===== src/rtl/rect_draw_scheduler_pkg.sv =====
// Shared definitions for the rectangle draw scheduler: FSM state encoding
// and default field widths.
package rect_draw_scheduler_pkg;

  localparam int COORD_W_DEF  = 8;
  localparam int COLOUR_W_DEF = 3;

  typedef enum logic [1:0] {
    IDLE  = 2'd0,
    START = 2'd1,
    DRAW  = 2'd2,
    ACK   = 2'd3
  } state_t;

endpackage


===== src/rtl/rect_draw_scheduler_rr_arbiter.sv =====
// Combinational round-robin pick: first set req bit searching upward from
// ptr, wrapping modulo N. Returns a one-hot grant and its index.
module rr_arbiter
  import rect_draw_scheduler_pkg::*;
#(
  parameter int N     = 4,
  parameter int IDX_W = $clog2(N)
) (
  input  logic [N-1:0]     req,
  input  logic [IDX_W-1:0] ptr,
  output logic [N-1:0]     grant,
  output logic [IDX_W-1:0] idx
);

  int               j;
  logic [IDX_W-1:0] k;

  // Scanning from the farthest candidate back to ptr lets the closest hit win.
  always_comb begin
    grant = '0;
    idx   = '0;
    j     = 0;
    k     = '0;
    for (int i = N - 1; i >= 0; i--) begin
      j = int'(ptr) + i;
      if (j >= N) j = j - N;
      k = IDX_W'(j);
      if (req[k]) begin
        grant    = '0;
        grant[k] = 1'b1;
        idx      = k;
      end
    end
  end

endmodule


===== src/rtl/rect_draw_scheduler.sv =====
// Shares one rectangle rasterizer between NUM_REQ clients with round-robin
// arbitration. Optional draw watchdog enabled by defining DRAW_TIMEOUT_EN.
//
// state | meaning
// IDLE  | waiting for any request; grant and latch fields on the same edge
// START | one-cycle rasterizer start pulse
// DRAW  | plot enabled until rast_done (or watchdog expiry)
// ACK   | one-cycle ack to the served client, pointer advances
module rect_draw_scheduler
  import rect_draw_scheduler_pkg::*;
#(
  parameter int NUM_REQ  = 4,
  parameter int COORD_W  = COORD_W_DEF,
  parameter int COLOUR_W = COLOUR_W_DEF
`ifdef DRAW_TIMEOUT_EN
  , parameter int TIMEOUT_CYCLES = 65535
`endif
) (
  input  logic                          clk,
  input  logic                          reset,
  input  logic [NUM_REQ-1:0]            req,
  input  logic [NUM_REQ*COORD_W-1:0]    req_x,
  input  logic [NUM_REQ*COORD_W-1:0]    req_y,
  input  logic [NUM_REQ*COORD_W-1:0]    req_w,
  input  logic [NUM_REQ*COORD_W-1:0]    req_h,
  input  logic [NUM_REQ*COLOUR_W-1:0]   req_colour,
  output logic [NUM_REQ-1:0]            ack,
  output logic                          busy,
  output logic [$clog2(NUM_REQ)-1:0]    grant_id,
  output logic [COORD_W-1:0]            rast_x,
  output logic [COORD_W-1:0]            rast_y,
  output logic [COORD_W-1:0]            rast_w,
  output logic [COORD_W-1:0]            rast_h,
  output logic                          rast_start,
  input  logic                          rast_done,
  output logic                          plot_en,
  output logic [COLOUR_W-1:0]           plot_colour
`ifdef DRAW_TIMEOUT_EN
  , output logic                        timeout_err
`endif
);

  localparam int IDX_W = $clog2(NUM_REQ);

  state_t             state, state_nxt;
  logic [IDX_W-1:0]   rr_ptr;
  logic [NUM_REQ-1:0] arb_grant;
  logic [IDX_W-1:0]   arb_idx;
  logic               arb_valid;
  logic [COORD_W-1:0] sel_w, sel_h;

  rr_arbiter #(.N(NUM_REQ), .IDX_W(IDX_W)) u_arb (
    .req   (req),
    .ptr   (rr_ptr),
    .grant (arb_grant),
    .idx   (arb_idx)
  );

  assign arb_valid = |arb_grant;
  assign sel_w     = req_w[arb_idx*COORD_W +: COORD_W];
  assign sel_h     = req_h[arb_idx*COORD_W +: COORD_W];

`ifdef DRAW_TIMEOUT_EN
  localparam int CNT_W = 2 * COORD_W;
  localparam logic [CNT_W-1:0] TO_LAST = CNT_W'(TIMEOUT_CYCLES - 1);

  logic [CNT_W-1:0] draw_cnt;
  logic             draw_expire;

  assign draw_expire = (state == DRAW) && !rast_done && (draw_cnt == TO_LAST);

  // Counter is cleared in START, which is the only way into DRAW.
  always_ff @(posedge clk) begin
    if (reset) begin
      draw_cnt    <= '0;
      timeout_err <= 1'b0;
    end else begin
      if (state == START) draw_cnt <= '0;
      else if (state == DRAW) draw_cnt <= draw_cnt + 1'b1;
      if (draw_expire) timeout_err <= 1'b1;
    end
  end
`endif

  always_comb begin
    state_nxt = state;
    case (state)
      IDLE: begin
        if (arb_valid) begin
          // Empty rectangles skip the rasterizer entirely.
          if (sel_w == '0 || sel_h == '0) state_nxt = ACK;
          else state_nxt = START;
        end
      end
      START: state_nxt = DRAW;
      DRAW: begin
        if (rast_done) state_nxt = ACK;
`ifdef DRAW_TIMEOUT_EN
        else if (draw_expire) state_nxt = ACK;
`endif
      end
      ACK:     state_nxt = IDLE;
      default: state_nxt = IDLE;
    endcase
  end

  always_ff @(posedge clk) begin
    if (reset) begin
      state       <= IDLE;
      rr_ptr      <= '0;
      grant_id    <= '0;
      rast_x      <= '0;
      rast_y      <= '0;
      rast_w      <= '0;
      rast_h      <= '0;
      plot_colour <= '0;
    end else begin
      state <= state_nxt;
      if (state == IDLE && arb_valid) begin
        grant_id    <= arb_idx;
        rast_x      <= req_x[arb_idx*COORD_W +: COORD_W];
        rast_y      <= req_y[arb_idx*COORD_W +: COORD_W];
        rast_w      <= sel_w;
        rast_h      <= sel_h;
        plot_colour <= req_colour[arb_idx*COLOUR_W +: COLOUR_W];
      end
      if (state == ACK) begin
        if (int'(grant_id) == NUM_REQ - 1) rr_ptr <= '0;
        else rr_ptr <= grant_id + 1'b1;
      end
    end
  end

  always_comb begin
    ack = '0;
    if (state == ACK) ack[grant_id] = 1'b1;
  end

  assign busy       = (state != IDLE);
  assign rast_start = (state == START);
  assign plot_en    = (state == DRAW) && !rast_done;

endmodule


===== config.mk =====
export PLATFORM = sky130hd
export DESIGN_NAME = rect_draw_scheduler
export DESIGN_NICKNAME = d
export VERILOG_FILES = /design/src/rtl/rect_draw_scheduler_pkg.sv /design/src/rtl/rect_draw_scheduler_rr_arbiter.sv /design/src/rtl/rect_draw_scheduler.sv
export SDC_FILE = /design/constraint.sdc
export NUM_CORES = 1
export LEC_CHECK = 0
export ABC_AREA = 1
export CAP_MARGIN = 20
export CORE_MARGIN = 2
export CORE_UTILIZATION = 31
export CTS_BUF_LIST = sky130_fd_sc_hd__clkbuf_8
export DETAILED_ROUTE_END_ITERATION = 10
export MAX_ROUTING_LAYER = met4
export PLACE_DENSITY = 0.65
export SLEW_MARGIN = 40
export SYNTH_ARGS = -nofsm -noshare
export SYNTH_HDL_FRONTEND = slang
export SYNTH_SLANG_ARGS = --single-unit

===== constraint.sdc =====
create_clock -name clk -period 7.3 [get_ports clk]
set_input_delay 1.46 -clock clk [delete_from_list [all_inputs] [get_ports clk]]
set_output_delay 1.46 -clock clk [all_outputs]
set_load 0.02 [all_outputs]

==> impl_metrics.toml <==
[die]
io_pins = 191
die_h_um = 105
core_mm2 = 0.00982
start_util = 0.321
row_count = 36
dieArea_mm2 = 0.0110
die_w_um = 105

[setup_path]
crit_type = "input pin to output pin"
crit_path_start_kind = "input pin"
end_kind = "output pin"
cp_max_fo = 2
arrival_ns = 2.66
cp.required_ns = 5.84

[cts]
cts_tree = "built"
htree_num_levels = 2
clockBufferDepth = 2
ctsHoldBuffers = 0
cts_setup_buffers = 0
path_clk_slew_ns = 0.07
cts_buffers = 5
clock_sinks = 41
clk_latency_ns = 0.29
cts.repair.resized = 0
cts-root-buf = "clkbuf_8"

[synth]
ys_seq_elements = 41
synth-adder-area-share = 0.0636
synth_top_family_by_area = "simple AND/OR/NAND/NOR gates"
yosysUniqueCellTypes = 27
yosys.area.top_type_share = 0.261
syn-cell-area_mm2 = 0.00315
synthTopCellsByCount = "nand2_1 (114), nand3_1 (55), inv_1 (54)"
yosysSeqAreaShare = 0.261
synth-async-reset-ratio = 0
syn_avg_cell_area_um2 = 6.22
syn-num-nets = 669
synth_compound_area_frac = 0.243
synth_flop_cell = "dfxtp_1"
synth_edf_count = 0
postSynthCellCount = 506
yosysTopAreaCell = "dfxtp_1"
synth_warnings = 0
yosys-top-cells-area = "dfxtp_1 (26%), nand2_1 (14%), nand3_1 (8.7%), o21ai_0 (7.0%), inv_1 (6.4%)"
synth_xor_area_frac = 0
muxShareOfSynthArea = 0
synth.most_common_cell = "nand2_1"
synth_simple_gate_area_frac = 0.313

[sta]
final.setup.worst_slack_ns = 3.18
grt_setup_unrepaired = "no"
hold_viol = 0
setup_viol = 0
finalSetupTns_ns = 0
tightest_slew_ns = 0.734
final_max_slew_viol_count = 0
relSlewSlack = 0.510
final.min_clock_period_ns = 4.12
clock_skew_ns = 0.00947
clock.fmax_mhz = 243
fin_crit_sh = 0.564

[cells_and_area]
area_growth_pct = 64.8
fin_nets = 835
stdcell_count = 805
drive_above_1_share = 0.0432
utilization = 0.529
diodes = 0
fill_cells = 1032

[job]
drv_cap = 0

[drt]
finalWirelength_mm = 11.4
vias_per_cell = 4.87
wire_per_inst_um = 14.1
drc = 0
ant_nets = 0
drt_iter0_markers = 199
top_layer_used = "met4"
wl_met2_mm = 5.64
vias = 3917
route.met3.wl_um = 922
firstDrtPassIters = 5
wl_met1_mm = 4.75

[placed_design]
dp_cells = 798
gp_congestion = 0.843
dp_hpwl_mm = 8.55
pre_cts_ws_ns = 2.70
io_buffers = 190

[grt]
antenna_found_initial = 0
grt_use_total = 0.204
grt_pass1_vias = 3729
grt_max_degree = 71
gr-total-overflow = 0
grt_pass1_wl_mm = 17.7

[min_path]
holdCritPathClass = "flip-flop to flip-flop"

[outcome]
status = "finished, final reports clean"

[power_and_ir_drop]
ir_drop_v = 0.000149
leakagePower_nw = 2.34
powerDensity_mw_per_mm2 = 322
-- state kept, by name, summed over array words and instances, names as in the netlist --
name	cells
rast_h	8
rast_w	8
rast_x	8
rast_y	8
plot_colour	3
grant_id	2
rr_ptr	2
state	2
-- path summary, 6_finish.rpt --
check                           slack [ns]  cells after the start                   start                      to
worst min-delay path                  0.51                      2  rast_w[4]$_SDFFE_PP0P_  rast_w[4]$_SDFFE_PP0P_
worst min register to register        0.51                      2  rast_w[4]$_SDFFE_PP0P_  rast_w[4]$_SDFFE_PP0P_
worst max-delay path                  3.18                      3               rast_done                 plot_en
worst max register to register        3.86                     12  rr_ptr[0]$_SDFFE_PP0P_  rast_y[4]$_SDFFE_PP0P_
-- per-layer routing --
| metal | up-vias | track usage |
|---|---|---|
| li1 | 1996 | - |
| met1 | 1770 | 0.226 |
| met2 | 144 | 0.366 |
| met3 | 7 | 0.0599 |
| met4 | 0 | 0.0314 |
| met5 | - | - |
-- where the power goes --
part	switching (W)	leakage, nW	internal [W]
registers	0.0000554	0.341	0.000315
clock network	0.0000803	0.0433	0.0000748
logic	0.000688	1.96	0.000456
-- worst max-delay path, cell delays in order --
cell             delay [ns]
clkdlybuf4s50_1        0.43
nor2_1                 0.14
clkdlybuf4s50_1        0.62
-- stage by stage --
step | area (um2) | hold WS, ns | power [W]
floorplan | 3150 | 0.483 | 0.00112
global placement | 5070 | 0.481 | 0.00150
detailed placement | 5090 | 0.481 | 0.00153
CTS | 5180 | 0.507 | 0.00169
global route | 5190 | 0.543 | 0.00182
finish | 5190 | 0.505 | 0.00167
-- cells by family (layout without fill, tap and decap cells) --
group,Yosys count,in the layout
and+or+nand+nor,231,231
AOI/OAI and AO/OA,126,126
buffers and inverters,92,258
DFF,41,41
adders and majority gates,16,16
-- placed cells by master, fill, tap and decap left out --
master,Yosys,final
a21oi_1,5,5
a21oi_2,1,1
buf_4,3,1
buf_8,0,1
clkbuf_8,0,6
clkdlybuf4s50_1,0,190
clkinv_2,0,1
clkinvlp_4,0,1
dfxtp_1,41,41
ha_1,16,16
inv_1,54,54
inv_2,5,4
nand2_1,114,114
nand2_2,7,5
nand2_4,1,3
nand3_1,55,54
nand3_2,3,4
nor2_1,48,48
nor2_2,1,1
nor4_1,2,2
o211a_1,1,1
o211ai_1,16,16
o21a_1,19,19
o21ai_0,44,44
o21ai_1,19,19
o21ai_4,1,1
o22ai_1,19,19
o31ai_1,1,1
-- layout make-up --
cell class | count | area (um2) | share of cell area
multi-input combinational | 373 | 1970 | 0.379
timing repair buffer | 192 | 1920 | 0.371
sequential | 41 | 821 | 0.158
inverter | 59 | 223 | 0.0429
tap | 133 | 166 | 0.0321
clock buffer | 6 | 82.6 | 0.0159
clock inverter | 1 | 7.51 | 0.00145
No activity file was read; power rests on OpenSTA's default activity.
